**src/rtl/alu_74382_pkg.sv**
```systemverilog
// Shared definitions for the 74382 ALU slice and its slice-serial wrapper.
// Contents:
//   SELECT_W, SLICE_W - opcode width and bits per 74382 slice
//   op_e              - 74382 function-select encoding
//   state_e           - wrapper FSM states
//   slice_res_t       - {F, Cn+4, OVR} result of one slice
//   slice_add()       - 4-bit add with carry-out and signed overflow
package alu_74382_pkg;

    localparam int SELECT_W = 3;
    localparam int SLICE_W  = 4;

    typedef enum logic [SELECT_W-1:0] {
        OP_CLEAR   = 3'd0,
        OP_B_SUB_A = 3'd1,
        OP_A_SUB_B = 3'd2,
        OP_ADD     = 3'd3,
        OP_XOR     = 3'd4,
        OP_OR      = 3'd5,
        OP_AND     = 3'd6,
        OP_PRESET  = 3'd7
    } op_e;

    typedef enum logic [1:0] {
        ST_IDLE = 2'd0,
        ST_BUSY = 2'd1,
        ST_DONE = 2'd2
    } state_e;

    typedef struct packed {
        logic [SLICE_W-1:0] f;
        logic               cout;
        logic               ovr;
    } slice_res_t;

    // Overflow is the carry into the MSB xor the carry out of the MSB, so a
    // chain of slices reports two's-complement overflow of the full word.
    function automatic slice_res_t slice_add(input logic [SLICE_W-1:0] x,
                                             input logic [SLICE_W-1:0] y,
                                             input logic               c);
        slice_res_t           r;
        logic [SLICE_W:0]     sum;
        logic [SLICE_W-1:0]   low;
        sum    = {1'b0, x} + {1'b0, y} + {{SLICE_W{1'b0}}, c};
        low    = {1'b0, x[SLICE_W-2:0]} + {1'b0, y[SLICE_W-2:0]} + {{(SLICE_W-1){1'b0}}, c};
        r.f    = sum[SLICE_W-1:0];
        r.cout = sum[SLICE_W];
        r.ovr  = low[SLICE_W-1] ^ sum[SLICE_W];
        return r;
    endfunction

endpackage

```
**src/rtl/alu_74382.sv**
```systemverilog
// One 4-bit 74382 ALU slice, purely combinational.
// Ports:
//   a_i, b_i  - 4-bit operands
//   s_i       - function select (op_e encoding)
//   cn_i      - carry in
//   f_o       - 4-bit function output
//   cn4_o     - carry out (arithmetic ops; 0 for logic, CLEAR, PRESET)
//   ovr_o     - signed overflow (arithmetic ops; 0 otherwise)
module alu_74382
    import alu_74382_pkg::*;
(
    input  logic [SLICE_W-1:0]  a_i,
    input  logic [SLICE_W-1:0]  b_i,
    input  logic [SELECT_W-1:0] s_i,
    input  logic                cn_i,
    output logic [SLICE_W-1:0]  f_o,
    output logic                cn4_o,
    output logic                ovr_o
);

    always_comb begin
        f_o   = '0;
        cn4_o = 1'b0;
        ovr_o = 1'b0;
        case (op_e'(s_i))
            OP_CLEAR:   f_o = '0;
            OP_B_SUB_A: {f_o, cn4_o, ovr_o} = slice_add(b_i, ~a_i, cn_i);
            OP_A_SUB_B: {f_o, cn4_o, ovr_o} = slice_add(a_i, ~b_i, cn_i);
            OP_ADD:     {f_o, cn4_o, ovr_o} = slice_add(a_i, b_i, cn_i);
            OP_XOR:     f_o = a_i ^ b_i;
            OP_OR:      f_o = a_i | b_i;
            OP_AND:     f_o = a_i & b_i;
            OP_PRESET:  f_o = '1;
            default:    f_o = '0;
        endcase
    end

endmodule

```
**src/rtl/alu_74382_seq.sv**
```systemverilog
// Slice-serial wrapper around the 74382 slice: a full OPERAND_W operation is
// computed SLICES_PER_CYC slices per clock, LSB first, with the carry held in
// a register between cycles.
// Ports:
//   clk, rst_n           - clock, asynchronous active-low reset
//   in_valid / in_ready  - request handshake (sel, port_a, port_b, carry_in)
//   out_valid / out_ready- result handshake (result, overflow, carry_out)
//   busy                 - high while slices are being evaluated
module alu_74382_seq
    import alu_74382_pkg::*;
#(
    parameter int OPERAND_W      = 16,
    parameter int SLICES_PER_CYC = 1
) (
    input  logic                 clk,
    input  logic                 rst_n,
    input  logic                 in_valid,
    output logic                 in_ready,
    input  logic [SELECT_W-1:0]  sel,
    input  logic [OPERAND_W-1:0] port_a,
    input  logic [OPERAND_W-1:0] port_b,
    input  logic                 carry_in,
    output logic                 out_valid,
    input  logic                 out_ready,
    output logic [OPERAND_W-1:0] result,
    output logic                 overflow,
    output logic                 carry_out,
    output logic                 busy
);

    localparam int N     = OPERAND_W / SLICE_W;
    localparam int STEPS = (SLICES_PER_CYC > 0) ? N / SLICES_PER_CYC : 1;
    localparam int WIN   = SLICE_W * SLICES_PER_CYC;
    localparam int CNT_W = (STEPS > 1) ? $clog2(STEPS) : 1;
    localparam int IDX_W = (OPERAND_W > 1) ? $clog2(OPERAND_W) : 1;

    localparam logic [CNT_W-1:0] CNT_LAST = CNT_W'(STEPS - 1);

    if ((OPERAND_W % SLICE_W) != 0 || OPERAND_W < SLICE_W) begin : g_bad_width
        $error("alu_74382_seq: OPERAND_W must be a multiple of 4 and at least 4");
    end
    if (SLICES_PER_CYC < 1 || (N % SLICES_PER_CYC) != 0) begin : g_bad_slices
        $error("alu_74382_seq: SLICES_PER_CYC must divide OPERAND_W/4");
    end

    state_e                state_q;
    logic [CNT_W-1:0]      cnt_q;
    logic                  carry_q;
    logic [SELECT_W-1:0]   sel_q;
    logic [OPERAND_W-1:0]  a_q;
    logic [OPERAND_W-1:0]  b_q;
    logic [OPERAND_W-1:0]  result_q;
    logic                  ovr_q;
    logic                  cout_q;
    logic                  out_valid_q;
    logic                  busy_q;

    logic                  accept;
    logic [IDX_W-1:0]      base;
    logic [WIN-1:0]        a_win;
    logic [WIN-1:0]        b_win;
    logic [WIN-1:0]        f_d;
    logic [SLICES_PER_CYC:0] chain_c;
    logic                  ovr_last;
    logic                  carry_d;

    // in_ready is held low while reset is asserted even though the state is IDLE.
    assign in_ready = rst_n && ((state_q == ST_IDLE) || ((state_q == ST_DONE) && out_ready));
    assign accept   = in_valid && in_ready;

    // Bit offset of the slice group handled this cycle.
    assign base  = IDX_W'(cnt_q) * IDX_W'(WIN);
    assign a_win = a_q[base +: WIN];
    assign b_win = b_q[base +: WIN];

    // carry_q holds the latched carry_in for the first group, then the
    // carry out of the previous group.
    assign chain_c[0] = carry_q;
    assign carry_d    = chain_c[SLICES_PER_CYC];

    for (genvar g = 0; g < SLICES_PER_CYC; g++) begin : g_slice
        if (g == SLICES_PER_CYC - 1) begin : g_last
            alu_74382 u_slice (
                .a_i   (a_win[g*SLICE_W +: SLICE_W]),
                .b_i   (b_win[g*SLICE_W +: SLICE_W]),
                .s_i   (sel_q),
                .cn_i  (chain_c[g]),
                .f_o   (f_d[g*SLICE_W +: SLICE_W]),
                .cn4_o (chain_c[g+1]),
                .ovr_o (ovr_last)
            );
        end else begin : g_inner
            logic ovr_inner_unused;
            alu_74382 u_slice (
                .a_i   (a_win[g*SLICE_W +: SLICE_W]),
                .b_i   (b_win[g*SLICE_W +: SLICE_W]),
                .s_i   (sel_q),
                .cn_i  (chain_c[g]),
                .f_o   (f_d[g*SLICE_W +: SLICE_W]),
                .cn4_o (chain_c[g+1]),
                .ovr_o (ovr_inner_unused)
            );
        end
    end

    always_ff @(posedge clk or negedge rst_n) begin
        if (!rst_n) begin
            state_q     <= ST_IDLE;
            cnt_q       <= '0;
            carry_q     <= 1'b0;
            sel_q       <= '0;
            a_q         <= '0;
            b_q         <= '0;
            result_q    <= '0;
            ovr_q       <= 1'b0;
            cout_q      <= 1'b0;
            out_valid_q <= 1'b0;
            busy_q      <= 1'b0;
        end else if (accept) begin
            // Also covers DONE with out_ready: the next request starts with no IDLE bubble.
            sel_q       <= sel;
            a_q         <= port_a;
            b_q         <= port_b;
            carry_q     <= carry_in;
            cnt_q       <= '0;
            state_q     <= ST_BUSY;
            busy_q      <= 1'b1;
            out_valid_q <= 1'b0;
        end else begin
            case (state_q)
                ST_BUSY: begin
                    result_q[base +: WIN] <= f_d;
                    carry_q               <= carry_d;
                    if (cnt_q == CNT_LAST) begin
                        cout_q      <= carry_d;
                        ovr_q       <= ovr_last;
                        state_q     <= ST_DONE;
                        busy_q      <= 1'b0;
                        out_valid_q <= 1'b1;
                    end else begin
                        cnt_q <= cnt_q + CNT_W'(1);
                    end
                end
                ST_DONE: begin
                    if (out_ready) begin
                        state_q     <= ST_IDLE;
                        out_valid_q <= 1'b0;
                    end
                end
                default: begin
                end
            endcase
        end
    end

    assign out_valid = out_valid_q;
    assign busy      = busy_q;
    assign result    = result_q;
    assign overflow  = ovr_q;
    assign carry_out = cout_q;

endmodule

```
**config.mk**
```make
export PLATFORM = sky130hd
export DESIGN_NAME = alu_74382_seq
export DESIGN_NICKNAME = d
export VERILOG_FILES = /design/src/rtl/alu_74382_pkg.sv /design/src/rtl/alu_74382.sv /design/src/rtl/alu_74382_seq.sv
export SDC_FILE = /design/constraint.sdc
export NUM_CORES = 1
export LEC_CHECK = 0
export CAP_MARGIN = 30
export CORE_MARGIN = 1
export CORE_UTILIZATION = 26
export CTS_BUF_LIST = sky130_fd_sc_hd__clkbuf_8
export CTS_CLUSTER_DIAMETER = 50
export DETAILED_ROUTE_END_ITERATION = 6
export DONT_BUFFER_PORTS = 1
export PLACE_DENSITY = 0.45
export REMOVE_ABC_BUFFERS = 1
export SLEW_MARGIN = 20
export SYNTH_ARGS = -nofsm -noshare
export SYNTH_HDL_FRONTEND = slang
export SYNTH_SLANG_ARGS = --single-unit
```
**constraint.sdc**
```tcl
create_clock -name clk -period 2.8 [get_ports clk]
set_input_delay 0.56 -clock clk [delete_from_list [all_inputs] [get_ports clk]]
set_output_delay 0.56 -clock clk [all_outputs]
set_load 0.01 [all_outputs]
```
==> metrics.txt <==
status=completed; achievable clock frequency=358.1 MHz; register-to-register setup slack=0.008 ns; routed via count=2,523; post-route cell area=4070 µm²; met3 track utilization from global routing=0.04744; total of max-cap violations=0; TritonCTS clock tree=built; remaining routing DRC violations=0; cell accounting for the most synthesized area=dfrtp_1; Buffers on Ports=0; Worst EP arrival=3.02 ns; Distinct cells, synth=47; maximum clock skew at final layout=0.01009 ns; maximum number of pins on one net before global-route repair=60; flip-flop cell with the highest count after synthesis=dfrtp_1; clock latency at the later pin of the worst-skew pair=0.35 ns; core footprint=12,210 µm²; initial antenna violation count=0; final worst-path cycle share=0.9973; element type at the critical path end=register; largest cells by area after synthesis=dfrtp_1 45%, nand2_1 14%, ha_1 7.2%; endpoint of the lowest-slack register-to-register path=result[10]; Syn Std Cell Area=3312 µm²; clock root buffer=clkbuf_8; vias in the first global route=2,665; total number of clock tree sinks=59; DRC marker count from the first detailed-route iteration=116; Inserted Clock Buffers=9; share of flip-flops with an asynchronous set or reset=1.000; area growth from synthesis to layout=22.89%; final worst hold slack=0.06709 ns; last weighted congestion value of the routability-driven placer=0.8200; critical path start-end classification=reg2reg; overflow left after global routing=0; overall die height=114.9 µm; Initial Util=0.2712; Worst R2R Path Depth=8; post-synthesis register bit count=59; global-route track usage on met1=0.1723; post-synth top area share=0.4458; number of failing setup endpoints in the final timing report=0; ranking of synthesized cells by instance count=124 x nand2_1, 59 x dfrtp_1, 19 x ha_1, 19 x inv_1, 14 x o21ai_1; CTS H-tree lvls=3; Synth warnings=0; number of antenna diodes=0; post-CTS clock slew at the launch and capture registers of the worst setup and hold paths=0.07 ns; library cell with the highest instance count after synthesis=nand2_1; slew at the pin closest to its max-slew limit=0.6602 ns; wire length of the first global-routing pass=13,710 µm; type of the worst min-delay path=in2async; met2 GRT Util=0.2173; number of flops mapped to enable cells by yosys=0; count of mapped cells out of synthesis=353; Detail Placement HPWL=5872 µm; end point of the critical path=result[10]; required time at the worst-slack endpoint=3.03 ns; element type at the critical path start=register; Rows=40; deepest clock path buffer count=2; layout cells sized above 1=0.2270; Vias/cell=4.505; post-layout utilization of the core=0.3333; normalized max-slew margin=0.5598; drt first pass iters=4; antenna viol nets, final=0; shortest clock period the worst path allows after layout=2.792 ns; setup TNS=0 ns; final layout net count=452; number of endpoints with negative hold slack in the final report=0; crit path launch=cnt_q[0]; fill cell instance count of the final layout=1,281; largest driver fanout on the critical path=4; Horiz. Die Dim=114.9 µm; share of the yosys chip area belonging to registers=0.4458; final max-slew violation count=0; total wirelength of the detailed-routed design=8293 µm; post-detailed-placement cell area=3647 µm²; RR Startpoint=cnt_q[0]; I/O pins=61; average size of a mapped cell=9.382 µm²; GRT Max-Usage Layer=met2; RSZ-0062 raised after global routing=true; floorplan die area=13,190 µm²; Routed wire per std cell=14.81 µm; overall track demand over capacity in global routing=0.1364
cell families after synthesis:
logic type | Yosys count | synth area share
and+or+nand+nor | 154 | 0.1931
AOI/OAI and AO/OA | 61 | 0.1262
DFF | 59 | 0.4458
buffers and inverters | 36 | 0.04382
adders and majority gates | 25 | 0.1080
muxes | 12 | 0.06724
xor gates and xnor gates | 6 | 0.01587
cells in the final DEF (no fill, tap or decap), types with 3 or more instances in the layout:
cell      Yosys  final
inv_1        19     15
a22o_1        8      8
nor2_1        5      5
o21ai_0       4      3
nand2b_1      4      4
inv_2         1      5
mux4_2        8      8
or3_1         3      3
nor2b_1       3      3
fa_2          0      5
dfrtp_1      59     58
clkbuf_8      0     15
ha_1         19     17
nor3_1        5      3
xor2_1        3      3
a211oi_1      4      4
a21oi_1      12      9
nand2_1     124    124
a21oi_2       0      3
o21ai_1      14     14
buf_4         0     37
xnor2_1       3      3
a31oi_1       3      3
critical path, stage by stage (launching register included):
cell and delay [ns]:
dfrtp_2 0.42, mux4_2 0.57, fa_2 0.40, fa_2 0.35
mux2i_1 0.20, xnor2_1 0.12, a221oi_2 0.30, a21oi_2 0.11
a22o_1 0.22
state kept, by name (all words and copies together), names as in the netlist:
signal     flops
sel_q          3
overflow       1
state_q        2
carry_out      1
b_q           16
a_q           16
result        16
busy           1
carry_q        1
cnt_q          2
metal layers:
layer	routed length (µm)	share of wire
met2	3883	0.47
met1	3840	0.46
met3	477	0.058
met5	0	0
met4	92	0.011
how the worst min path moves through the flow:
stage | slack [ns] | from | endpoint | depth (start not counted)
5_1_grt | 0.07 | rst_n | result[14] | 1
3_5_place_dp | 0.27 | rst_n | result[1] | 0
6_report | 0.07 | rst_n | result[5] | 1
2_1_floorplan | 0.26 | rst_n | a_q[0] | 0
3_3_place_gp | 0.27 | rst_n | result[0] | 0
4_1_cts | 0.08 | rst_n | result[11] | 1
metrics by stage:
step / instances / setup WS (ns)
floorplan: 337 / -0.2445
global placement: 531 / -0.06489
detailed placement: 531 / -0.1500
CTS: 550 / -0.001820
global route: 560 / -0.09785
finish: 560 / 0.007585
layout make-up:
cell class / count / area [µm²] / share of cell area
Timing Repair Buffer: 39 / 320.3 / 0.07870
Sequential cell: 59 / 1478 / 0.3631
Clock inverter: 1 / 3.754 / 0.0009222
Multi-Input combinational cell: 258 / 1774 / 0.4359
Tap cell: 168 / 210.2 / 0.05164
Clock buffer: 15 / 206.4 / 0.05072
Inverter: 20 / 77.57 / 0.01906
what timing repair did:
item,CTS,global route
gates resized for setup,11,17
endpoints found under the hold margin,59,0
setup endpoints to repair,13,15
hold buffers,1,0
pin swaps,2,18
buffers inserted,2,10
Power is not shown: default switching activity piles up to over one toggle a cycle in this logic, so the estimate is an artifact.
==> patch, RTL diff (same flow settings) <==
Set the package constant `SLICE_W` to 16 (it was 4).
--- a/src/rtl/alu_74382_pkg.sv
+++ b/src/rtl/alu_74382_pkg.sv
@@ -9,5 +9,5 @@
 
     localparam int SELECT_W = 3;
-    localparam int SLICE_W  = 4;
+    localparam int SLICE_W  = 16;
 
     typedef enum logic [SELECT_W-1:0] {
Behaviour: not the same (Yosys sat finds a counterexample within 4 cycles, from zero or initial values and one cycle with rst_n low).
==> patch against the original RTL <==
- sequential cell count down 2
- routed wire length up 130%
- design area up 66%
- synthesized area up 67%
- sequential share of layout area down 15 points
- worst setup slack better by 0.017 ns
- largest cell class unchanged
Power is not shown: default switching activity piles up to over one toggle a cycle in this logic, so the estimate is an artifact.
==> patch: results (changes against the original RTL) <==
| Metric | Value |
|---|---|
| Run status | finished clean (unchanged) |
| Post-DR wirelength/cell | 20.0 um (was 14.8 um) |
| Iteration count of the initial detailed-routing pass | 5 (was 4) |
| Clk root buf | clkbuf_8 (unchanged) |
| Netlist cell types | 71 (was 47) |
| First-pass GRT wire length | 29,600 um (was 13,700 um) |
| Top FF cell, synth | dfrtp_1 (unchanged) |
| GPL Wtd Cong | 0.920 (was 0.820) |
| Worst-path cell with the longest stage delay | fa_2 (was mux4_2) |
| Register area share after synthesis | 0.258 (was 0.446) |
| Critical Path Source | carry_q (was cnt_q[0]) |
| Worst-path maximum fanout | 4 (unchanged) |
| Synth top cells by count | ha_1, dfrtp_1, inv_1, a21oi_1, nor2_1 (was nand2_1, dfrtp_1, ha_1, inv_1, o21ai_1) |
| Detailed Place HPWL | 14,400 um (was 5870 um) |
| Arrival time worst endpoint | 3.04 ns (was 3.02 ns) |
| Synth top area cells | dfrtp_1, ha_1, mux2_2 (was dfrtp_1, nand2_1, ha_1) |
| Clock Tree Buf Depth | 2 (unchanged) |
| FF-to-FF setup slack | 0.03 ns (was 0.008 ns) |
| Hold Path Class | input pin to async pin (unchanged) |
| Iteration-0 DRC count of the detailed router | 468 (was 116) |
| PortBufs | 0 (unchanged) |
| R2R cell count | 13 (was 8) |
| Number of global-route vias before repair | 5,125 (was 2,665) |
| H-tree depth | 3 (unchanged) |
| CP endpoint | overflow (was result[10]) |
| Syn. warnings | 0 (unchanged) |
| Post-Route Skew | 0.0160 ns (was 0.0101 ns) |
| Area growth syn-to-layout | 22.3% (was 22.9%) |
| Placed Area | 6330 sq um (was 3650 sq um) |
| Reg clk slew, reported paths | 0.07 ns (about the same) |
| Least-Margin Pin Slew | 0.711 ns (was 0.660 ns) |
| TritonCTS buffer count | 9 (unchanged) |
| Nets | 792 (was 452) |
| Largest stage delay, worst path | 0.40 ns (was 0.57 ns) |
| Initial antenna violation count | 0 (unchanged) |
| Clock latency on the worst-skew pair | 0.37 ns (was 0.35 ns) |
| # fillers | 2,136 (was 1,281) |
| Largest net degree at the start of global routing | 58 (was 60) |
| Asr flop ratio synth | 1.00 (unchanged) |
| GRT Total Usage | 0.180 (was 0.136) |
| Via density | 5.24 (was 4.51) |
| Slew Limit Fails | 0 (unchanged) |
| Layout cells sized above 1 | 0.281 (was 0.227) |
[patch: per-layer routing]
layer	wire length, um	vias up	share of wire	GRT usage
met1	8830	2466	0.46	0.243
li1	-	2354	-	-
met3	1200	28	0.063	0.0346
met2	8680	174	0.45	0.286
met4	396	0	0.021	0.0660
met5	0	-	0	0
[patch: per-stage QoR]
step / cells / setup TNS [ns] / setup WS [ns] / utilization / hold slack (ns)
2_1_floorplan: 586 / 0 / 0.113 / - / 0.264
3_3_place_gp: 936 / -0.307 / -0.130 / 0.309 / 0.266
3_5_place_dp: 936 / -0.433 / -0.129 / 0.309 / 0.267
4_1_cts: 954 / 0 / 0.00700 / 0.324 / 0.0684
5_1_grt: 957 / -0.150 / -0.0710 / 0.329 / 0.0820
6_report: 958 / 0 / 0.0251 / 0.329 / 0.0731
[patch: how the worst min path moves through the flow]
stage / slack [ns] / to
global placement: 0.27 / a_q[14]
detailed placement: 0.27 / b_q[14]
floorplan: 0.26 / a_q[0]
global route: 0.08 / result[5]
CTS: 0.07 / b_q[12]
finish: 0.07 / b_q[12]
[patch: cell families after synthesis]
family	after synthesis	share of synthesized area
compound gates	189	0.245
flops	57	0.258
buf+inv	93	0.0691
simple gates	134	0.122
xor+xnor	27	0.0428
fa+ha+maj	68	0.162
mux	50	0.101
[patch: final cells by class]
type                    count  area, sq um  area share
well taps                 270          338      0.0501
flip-flops and latches     57         1430       0.211
multi-input cells         468         3880       0.575
repair buffers             87          706       0.105
clock inverters             3         11.3     0.00167
inverters                  61          230      0.0341
clock buffers              11          151      0.0224
diodes                      1         2.50    0.000371
[patch: worst max-delay path, delay by kind of cell (launching register included)]
family,cells,cell delay (ns)
compound gates,7,1.25
xor+xnor,1,0.18
fa+ha+maj,2,0.61
buf+inv,3,0.27
flops,1,0.36
[patch: repair_timing]
action	4_1_cts	5_1_grt
endpoints found under the setup margin	6	11
buffers inserted	3	4
hold endpoints to repair	57	0
hold buffers	1	0
pin swaps	12	24
gates resized for setup	22	24
